==> src/rtl/div_fsm_pkg.sv <==
// Shared ALU definitions for the restoring divider: FSM state encoding and
// the field layout of the packed result word.
package div_fsm_pkg;

  localparam logic [1:0] ST_IDLE  = 2'd0;
  localparam logic [1:0] ST_CHECK = 2'd1;
  localparam logic [1:0] ST_ITER  = 2'd2;
  localparam logic [1:0] ST_SAVE  = 2'd3;

  // Result layout for the default 8-bit operand width.
  localparam int DIV_N    = 8;
  localparam int QUOT_LSB = 0;
  localparam int REM_LSB  = DIV_N;
  localparam int DBZ_BIT  = 2 * DIV_N;
  localparam int ID_LSB   = 2 * DIV_N + 1;

  function automatic int result_width(input int n, input int id_w);
    return 2 * n + 1 + id_w;
  endfunction

endpackage

==> src/rtl/div_fsm_div_step.sv <==
// One combinational restoring-division step: shift {A,Q} left, trial-subtract
// the divisor from A, keep the difference and set the quotient bit if it fits.
module div_step #(
  parameter int N = 8
) (
  input  logic [N:0]   a,
  input  logic [N-1:0] q,
  input  logic [N-1:0] m,
  output logic [N:0]   a_nxt,
  output logic [N-1:0] q_nxt
);

  function automatic logic signed [N+2:0] add_sub(
    input logic signed [N+2:0] x,
    input logic signed [N+2:0] y,
    input logic                sub
  );
    return sub ? (x - y) : (x + y);
  endfunction

  logic        [N+1:0] a_sh;
  logic signed [N+2:0] trial;

  always_comb begin
    a_sh  = {a, q[N-1]};
    trial = add_sub($signed({1'b0, a_sh}), $signed({3'b000, m}), 1'b1);
    a_nxt = a_sh[N:0];
    q_nxt = {q[N-2:0], 1'b0};
    if (trial >= 0) begin
      a_nxt = trial[N:0];
      q_nxt = {q[N-2:0], 1'b1};
    end
  end

endmodule

==> src/rtl/div_fsm.sv <==
// Sequential restoring divider: accepts an operand pair from the input FIFO,
// runs one trial-subtract step per cycle and holds the result for the result FIFO.
module div_fsm
  import div_fsm_pkg::*;
#(
  parameter int DATA_SIZE     = 16,
  parameter int DIV_DATA_SIZE = DATA_SIZE / 2,
  parameter int ID_SIZE       = 8
) (
  input  logic                         clk,
  input  logic                         rst,
  input  logic [DIV_DATA_SIZE-1:0]     a_in,
  input  logic [DIV_DATA_SIZE-1:0]     b_in,
  input  logic [ID_SIZE-1:0]           id_div,
  input  logic                         d_valid_data,
  input  logic                         ready_f_res,
  input  logic                         div_written,
  output logic                         d_ready_data,
  output logic                         d_valid_res,
  output logic [DATA_SIZE+ID_SIZE:0]   result_div,
  output logic                         start
);

  localparam int N     = DIV_DATA_SIZE;
  localparam int CNT_W = $clog2(N + 1);

  logic [1:0]         state;
  logic [N:0]         a_reg;
  logic [N-1:0]       q_reg;
  logic [N-1:0]       m_reg;
  logic [ID_SIZE-1:0] id_reg;
  logic               dbz_reg;
  logic [CNT_W-1:0]   count;

  logic [N:0]         a_nxt;
  logic [N-1:0]       q_nxt;

  div_step #(.N(N)) u_step (
    .a     (a_reg),
    .q     (q_reg),
    .m     (m_reg),
    .a_nxt (a_nxt),
    .q_nxt (q_nxt)
  );

  assign d_ready_data = (state == ST_IDLE) && ready_f_res;
  assign d_valid_res  = (state == ST_SAVE);
  // The remainder always ends below the divisor, so A's top bit is never exported.
  assign result_div   = {id_reg, dbz_reg, a_reg[N-1:0], q_reg};

  always_ff @(posedge clk) begin
    if (rst) begin
      state   <= ST_IDLE;
      a_reg   <= '0;
      q_reg   <= '0;
      m_reg   <= '0;
      id_reg  <= '0;
      dbz_reg <= 1'b0;
      count   <= '0;
      start   <= 1'b0;
    end else begin
      start <= 1'b0;
      case (state)
        ST_IDLE: begin
          if (d_valid_data && d_ready_data) begin
            q_reg   <= a_in;
            m_reg   <= b_in;
            a_reg   <= '0;
            id_reg  <= id_div;
            dbz_reg <= 1'b0;
            count   <= '0;
            start   <= 1'b1;
            state   <= ST_CHECK;
          end
        end
        ST_CHECK: begin
          // Divide by zero: quotient saturates to all ones, remainder is the dividend.
          if (m_reg == '0) begin
            dbz_reg <= 1'b1;
            a_reg   <= {1'b0, q_reg};
            q_reg   <= '1;
            state   <= ST_SAVE;
          end else begin
            state <= ST_ITER;
          end
        end
        ST_ITER: begin
          a_reg <= a_nxt;
          q_reg <= q_nxt;
          count <= count + 1'b1;
          if (count == CNT_W'(N - 1)) state <= ST_SAVE;
        end
        ST_SAVE: begin
          if (div_written) state <= ST_IDLE;
        end
        default: state <= ST_IDLE;
      endcase
    end
  end

endmodule

==> config.mk <==
export PLATFORM = sky130hd
export DESIGN_NAME = div_fsm
export DESIGN_NICKNAME = d
export VERILOG_FILES = /design/src/rtl/div_fsm_pkg.sv /design/src/rtl/div_fsm_div_step.sv /design/src/rtl/div_fsm.sv
export SDC_FILE = /design/constraint.sdc
export NUM_CORES = 1
export LEC_CHECK = 0
export BUFFER_PORTS_ARGS = -buffer_cell sky130_fd_sc_hd__buf_4
export CORE_AREA = 2 2 71 73
export DETAILED_ROUTE_END_ITERATION = 6
export DIE_AREA = 0 0 73 75
export GPL_TIMING_DRIVEN = 0
export PLACE_DENSITY = 0.84
export SLEW_MARGIN = 20
export SYNTH_ARGS = -nofsm -noshare
export SYNTH_HDL_FRONTEND = slang
export SYNTH_SLANG_ARGS = --single-unit
==> constraint.sdc <==
create_clock -name clk -period 3 [get_ports clk]
set_clock_uncertainty 0.1 [all_clocks]
set_input_delay 0.45 -clock clk [delete_from_list [all_inputs] [get_ports clk]]
set_output_delay 0.45 -clock clk [all_outputs]
set_load 0.01 [all_outputs]
==> Word-level counts from Yosys, hierarchy flattened <==
Cells that the tools add are included.
{ "word_totals": {"regBits": 41, "in_bits": 29, "output_inout_bits": 28, "wordCells": 52} }
{ "op_classes": {"n_addsub": 2, "magnitude_cmp": 1, "eq_ne": 8, "mux": 19, "bitwise": 1, "n_reduce_logical": 13} }
{ "op_table": {"columns": ["operator", "count"], "rows": [
  ["two-way mux 9 bit", 3],
  ["case mux 9 bit (3 select lines)", 1],
  ["case mux 8 bit (3 select lines)", 1],
  ["two-way mux 8 bit", 2],
  ["greater-or-equal comparator 11 x 1 -> 1 bit (second input constant)", 1],
  ["subtractor 10 x 8 -> 11 bit", 1],
  ["AND reduction 3 bit", 3],
  ["zero test 8 bit", 1],
  ["case mux 2 bit (4 select lines)", 1],
  ["case mux 4 bit (2 select lines)", 1],
  ["two-way mux 2 bit", 3],
  ["inequality test 2 bit (second input constant)", 3],
  ["two-way mux 1 bit", 5],
  ["adder 4 x 1 -> 4 bit (second input constant)", 1],
  ["== test 2 bit (second input constant)", 2],
  ["== test 4 x 3 -> 1 bit (second input constant)", 1],
  ["two-way mux 4 bit", 1],
  ["AND reduction 2 bit", 2],
  ["nonzero test 2 bit", 2],
  ["nonzero test 3 bit", 1],
  ["== test 2 x 1 -> 1 bit (second input constant)", 1],
  ["logical AND 1 bit", 2],
  ["zero test 2 bit", 1],
  ["inequality test 2 x 1 -> 1 bit (second input constant)", 1],
  ["3 further kinds", 3]
]} }

==> Depth between registers and ports, before layout <==
Gate-level depths: netlist of the first run.
{ "depth": {"word_depth": 5, "depth_mapped": 10, "ltp_nobuf": 9} }

==> Cells and area by module <==
Synthesis of the first run repeated with hierarchy kept, for this count alone.
{ "unflattened": {"cells_unflattened": 318, "hier_area_um2": 2522.4} }
{ "modules_own_cells": {"columns": ["mod", "n_inst", "cells_per_inst", "area_each_um2", "seq_area_each_um2"], "rows": [
  ["div_fsm", 1, 244, 1969.4, 820.8],
  ["div_step", 1, 74, 553.0, 0.0]
]} }

==> Least setup slack after synthesis of the first run <==
Ideal clock, no wire load.
{ "synth_timing": {"kind": "register to register", "from": "reg q_reg[7]", "to": "reg a_reg[3]", "setup_time_ps": 88, "arrival_time_ps": 2184, "required_ps": 2812, "slack_ps": 628, "stages_incl_launch_ff": 11, "period_less_slack_ps": 2372, "path_cell_list": "dfxtp_1 -> inv_1 -> ha_1 -> fa_1 -> nand2b_1 -> a211oi_2 -> nor4_4 -> buf_6 -> nor3_4 -> o21ai_2 -> a311oi_2"} }
{ "synth_via": {"elab_chain_len": 4} }
{ "synth_lines": {"columns": ["item", "line_no", "rtl"], "rows": [
  ["start: declaration", "div_fsm.sv:29", "logic [N-1:0] q_reg;"],
  ["start signal: assignment", "div_fsm.sv:66", "q_reg <= a_in;"],
  ["start signal: assignment", "div_fsm.sv:89", "q_reg <= q_nxt;"],
  ["subtractor 10 x 8 -> 11 bit (*)", "div_fsm_div_step.sv:18", "return sub ? (x - y) : (x + y);"],
  ["greater-or-equal comparator 11 x 1 -> 1 bit", "div_fsm_div_step.sv:29", "if (trial >= 0) begin"],
  ["two-way mux 9 bit (*)", "div_fsm_div_step.sv:29", null],
  ["case mux 9 bit (3 select lines) (*)", "div_fsm.sv:63", "case (state)"],
  ["end signal: assignment", "div_fsm.sv:80", "a_reg <= {1'b0, q_reg};"],
  ["end signal: assignment", "div_fsm.sv:88", "a_reg <= a_nxt;"],
  ["end: declaration", "div_fsm.sv:28", "logic [N:0] a_reg;"]
]} }
Every way passes the cells marked *; elsewhere a longest branch is shown, timed or not.
A chain may end at the register's enable or synchronous reset.

==> Worst setup path after layout of the first run <==
Ends and elaborated chain as after synthesis.

==> impl_metrics.ini, run 1 <==
[outcome]
status = completed

[sta]
max-slew-margin-rel_pct = 61.2
tightest_slew_ns = 0.583
setup_viol = 0
timing.fmax_mhz = 379
hold_viol_final = 0
final_max_slew_viol_count = 0
hold_slack_ns = 0.288
fin_crit_sh_pct = 88.0
fin_crit_ns = 2.64
rsz0062_at_grt = no
fin_tns_setup_ns = 0

[die]
die_y_microns = 75
ios = 57
dieArea_sq_um = 5480
rows = 25
initial_utilization_pct = 53.5
core_area_sq_um = 4660
die_x_microns = 73

[worst_hold_path]
hold_path.class = input pin to register

[power]
max-vdd-ir-drop_v = 0.000527
p_int_w = 0.00162
swShare_pct = 48.1
fin_total_pwr_w = 0.00311
p_leak_nw = 1.31
p_switching_w = 0.00150
p_comb_share_pct = 63.0
p_clk_share_pct = 11.9
sequentialPowerShare_pct = 25.0
p_per_area_nw_per_um2 = 1020

[critical_path]
crit_type = register to register
critPathArrivalTime_ns = 2.76
worst_ep_required_time_ns = 3.12
cp_max_fo = 10
end_kind = register
critPathLaunchType = register

[synthesis]
synth_top_area_share_pct = 32.9
syn_area_sq_um = 2490
async_flop_share_pct = 0
syn_avg_cell_area_sq_um = 7.79
synth_edf_count = 0
yosysTopAreaCell = dfxtp_1
synth_area_leaders = dfxtp_1 33%, nand2_1 9.2%, a21oi_1 8.6%, ha_1 6.5%, buf_4 3.6%
synth_commonest_cells = 61 x nand2_1, 43 x a21oi_1, 41 x dfxtp_1
synth-main-ff-cell = dfxtp_1
ys_seq_area_share_pct = 32.9
synth_cells = 320
synth_most_common_cell = nand2_1
syn-num-nets = 363
ys_types = 53
ys_warn_count = 0
yosys_register_bits = 41

[global_routing]
grt_start_max_net_pins = 14
overflow = 0
antenna_found_initial = 0
grt.total_usage_pct = 25.1
grt_pass1_wl_mm = 10.7
grt_pass1_vias = 2346

[placement]
placed_cell_area_sq_um = 2970
io_buffers = 55
dp_hpwl_mm = 4.89
gp_congestion = 0.921

[drt]
wl_mm = 6.47
vias = 2494
drc = 0
viasPerCell = 5.71
drtPass1Iterations = 4
drt_iter0_drc = 223
wl_per_cell_microns = 14.8
ant_nets = 0

[final_layout]
diodes = 0
fillCellCount = 414
nets = 425
largest_reg_flops = 9
fin_area_sq_um = 3060
areaGrowthSynthToFinish_pct = 22.7
layout-drive-gt1-share_pct = 25.3

[clock_network]
clk_latency_ns = 0.30
ctsHoldBuffers = 0
cts_setup_buffers = 0
cts_tree = built
path_clk_slew_ns = 0.08
htreeDepth = 2
cts_root_buffer = clkbuf_8
cts_made_buffers = 5
cts-resized-gates = 0
cts_buffer_depth = 2
cts.sinks = 41

[flow_run]
cap_viol_max_count = 0
-- worst paths after layout --
path                            startpoint        end  slack, ns  cells past startpoint
worst min-delay path               b_in[1]   m_reg[1]       0.29                      3
worst max register to register    q_reg[7]   a_reg[3]       0.36                     10
worst max-delay path              q_reg[7]   a_reg[3]       0.36                     10
worst min register to register   id_reg[2]  id_reg[2]       0.36                      2
-- kinds of logic (layout without fill, tap and decap cells) --
group	count (synthesis)	in the layout	share of synthesized area, %
buffers and inverters	48	111	10.0
and+or+nand+nor	122	122	23.8
AOI/OAI and AO/OA	87	87	22.8
DFF	41	41	32.9
adders and majority gates	14	14	7.33
muxes	4	4	1.61
xor gates and xnor gates	4	4	1.41
-- per-stage QoR --
stage / setup WS, ns / instances / util (%)
2_1_floorplan: 0.628 / 320 / -
3_3_place_gp: 0.482 / 429 / 63.8
3_5_place_dp: 0.389 / 429 / 63.8
4_1_cts: 0.365 / 437 / 65.6
5_1_grt: 0.270 / 437 / 65.6
6_report: 0.360 / 437 / 65.6
-- cell type report --
cell class / instances / area [sq um] / share of cell area, %
Inverter: 16 / 60.1 / 1.96
Multi-Input combinational cell: 231 / 1420 / 46.5
Clock inverter: 3 / 17.5 / 0.573
Clock buffer: 5 / 68.8 / 2.25
Buffer: 32 / 190 / 6.22
Tap cell: 54 / 67.6 / 2.21
Sequential cell: 41 / 821 / 26.8
Timing Repair Buffer: 55 / 413 / 13.5
-- layout by cell type, fill, tap and decap left out, types with 3 or more instances in the layout --
master / synthesis / layout
nand2_1: 61 / 61
xor2_1: 3 / 3
nand2b_1: 5 / 5
o211ai_1: 9 / 9
a21oi_1: 43 / 43
and2b_1: 3 / 3
nand3_1: 6 / 6
clkbuf_8: 0 / 5
nor4_1: 4 / 4
buf_4: 12 / 67
ha_1: 13 / 13
a32oi_1: 3 / 3
nand3b_1: 5 / 5
o21ai_0: 6 / 6
a211oi_1: 4 / 4
inv_1: 15 / 15
dfxtp_1: 41 / 41
mux2i_1: 4 / 4
buf_2: 8 / 8
nor2_1: 24 / 24
clkbuf_1: 8 / 8
-- power groups by stage --
stage          clock network (W)  registers, W  logic, W
6_report                0.000372      0.000779   0.00196
5_1_grt                 0.000398      0.000795   0.00217
4_1_cts                 0.000373      0.000777   0.00194
3_5_place_dp                   0      0.000789   0.00194
3_3_place_gp                   0      0.000785   0.00187
2_1_floorplan                  0      0.000780   0.00141
-- worst max-delay path, stage by stage (launching register included) --
cell and delay (ns):
dfxtp_1 0.42, inv_1 0.09, ha_1 0.23, fa_1 0.42, nand2b_1 0.20, a211oi_2 0.32
nor4_4 0.11, buf_6 0.16, nor3_4 0.20, o21ai_2 0.08, a311oi_2 0.22
-- metal layers --
layer | GRT usage [%] | vias to the layer above | part of all wire [%]
met2 | 41.9 | 92 | 49
met4 | 9.67 | 0 | 2.7
li1 | - | 1231 | -
met3 | 5.62 | 18 | 6.6
met5 | 0 | - | 0
met1 | 31.7 | 1153 | 42
Note: power is estimated with default switching activity, not from simulation.
==> run 2: changes to the inputs <==
CORE_AREA = 4 4 73 75   (was 2 2 71 73)
DIE_AREA = 0 0 77 79   (was 0 0 73 75)
==> run 2 against run 1 <==
  * Combinational power about the same
  * Largest power group unchanged
  * Highest routed layer unchanged
  * Fmax up 2.2%
  * Flip-flop and latch count unchanged
==> impl_metrics.ini, run 2 (synthesis results as in run 1) <==
[global_routing]
grt.total_usage_pct = 21.4
grt_start_max_net_pins = 14
overflow = 0
antenna_found_initial = 0
grt_pass1_wl_mm = 10.8
grt_pass1_vias = 2411

[die]
die_y_microns = 79
die_x_microns = 77
rows = 25
ios = 57
dieArea_sq_um = 6080
core_area_sq_um = 4660
initial_utilization_pct = 53.5

[final_layout]
layout-drive-gt1-share_pct = 25.3
multi_input_area_sq_um = 1420
final-seq-area_sq_um = 821
mostFrequentLayoutCells = 67 x buf_4, 61 x nand2_1, 43 x a21oi_1
nets = 425
diodes = 0
largest_reg_flops = 9
final_cells = 437
fillCellCount = 398
mostFrequentLayoutCell = buf_4
areaGrowthSynthToFinish_pct = 24.1

[sta]
fin_crit_sh_pct = 86.1
fin_crit_ns = 2.58
rsz0062_at_grt = no
fin_ws_ns = 0.418
hold_viol_final = 0
max-slew-margin-rel_pct = 64.2
setup_viol = 0
final_max_slew_viol_count = 0
tightest_slew_ns = 0.536
fin_tns_setup_ns = 0
timing.fmax_mhz = 387

[drt]
ant_nets = 0
wl_mm = 6.32
wl_met3_microns = 453
viasPerCell = 5.70
drtPass1Iterations = 4
drc = 0
met2_length_mm = 3.14
vias = 2490
routed.top_layer = met4
wl_per_cell_microns = 14.5
drt_iter0_drc = 136
drt-met1-wl_mm = 2.65

[placement]
dp_slack_ns = 0.459
dp_hpwl_mm = 4.79
gp_congestion = 0.899
io_buffers = 55
placedCellCount = 429

[critical_path]
max_stage_delay_ns = 0.43
cp_max_fo = 10
critPathLaunchType = register
crit_type = register to register
end_kind = register
critPathArrivalTime_ns = 2.70
worst_ep_required_time_ns = 3.12
critical_path.cell_chain = inv_1 > ha_1 > fa_1 > nand2b_1 > a211oi_2 > nor4_4 > buf_6 > nor3_4 > o21ai_2 > a311oi_2
cp_slowest_cell = dfxtp_1

[clock_network]
cts.sinks = 41
htreeDepth = 2
cts_root_buffer = clkbuf_8
clk_latency_ns = 0.30
cts_buffer_depth = 2
cts_made_buffers = 5
path_clk_slew_ns = 0.09
cts_setup_buffers = 0
cts_tree = built
ctsHoldBuffers = 0
cts-resized-gates = 0

[power]
p_per_area_nw_per_um2 = 1030
p_leak_nw = 1.32
max-vdd-ir-drop_v = 0.000607

[flow_run]
cap_viol_max_count = 0

[outcome]
status = completed

[worst_hold_path]
hold_path.class = input pin to register
run 2: cell types whose count changed in the layout (fill, tap and decap cells not counted):
cell and delta:
clkinv_2 -2, clkbuf_8 +1, bufinv_16 +1
run 2: routing by layer:
| metal | vias to the layer above | GRT usage (%) |
|---|---|---|
| met2 | 88 | 38.6 |
| met5 | - | 0 |
| met3 | 9 | 4.08 |
| met4 | 0 | 6.58 |
| met1 | 1162 | 25.7 |
| li1 | 1231 | - |
run 2: stage by stage:
stage	area, sq um	hold slack, ns	util (%)	power [W]
2_1_floorplan	2490	0.349	-	0.00219
3_3_place_gp	2970	0.343	63.8	0.00266
3_5_place_dp	2970	0.347	63.8	0.00270
4_1_cts	3090	0.292	66.4	0.00319
5_1_grt	3090	0.294	66.4	0.00345
6_report	3090	0.293	66.4	0.00320
run 2: final timing paths:
kind / slack (ns) / from / to / cells past startpoint
setup / recovery: 0.42 / q_reg[7] / a_reg[3] / 10
hold / removal: 0.29 / id_div[3] / id_reg[3] / 3
setup reg to reg: 0.42 / q_reg[7] / a_reg[3] / 10
hold reg to reg: 0.36 / id_reg[1] / id_reg[1] / 2
run 2: worst max-delay path: cells and delay by family, from the launching register on:
kind | cells | cell delay (ns)
simple gates | 3 | 0.49
buf+inv | 2 | 0.25
compound gates | 3 | 0.59
fa+ha+maj | 2 | 0.62
flops | 1 | 0.43
run 2: cell type report:
class / instances / share of cell area, %
Multi-Input combinational cell: 231 / 46.0
Sequential cell: 41 / 26.5
Timing Repair Buffer: 55 / 13.3
Buffer: 32 / 6.15
Clock buffer: 6 / 2.67
Tap cell: 54 / 2.18
Inverter: 16 / 1.94
Clock inverter: 2 / 1.21
run 2: power breakdown:
group,internal [W],switching [W]
registers,0.000660,0.000119
logic,0.000794,0.00115
clock network,0.000271,0.000204
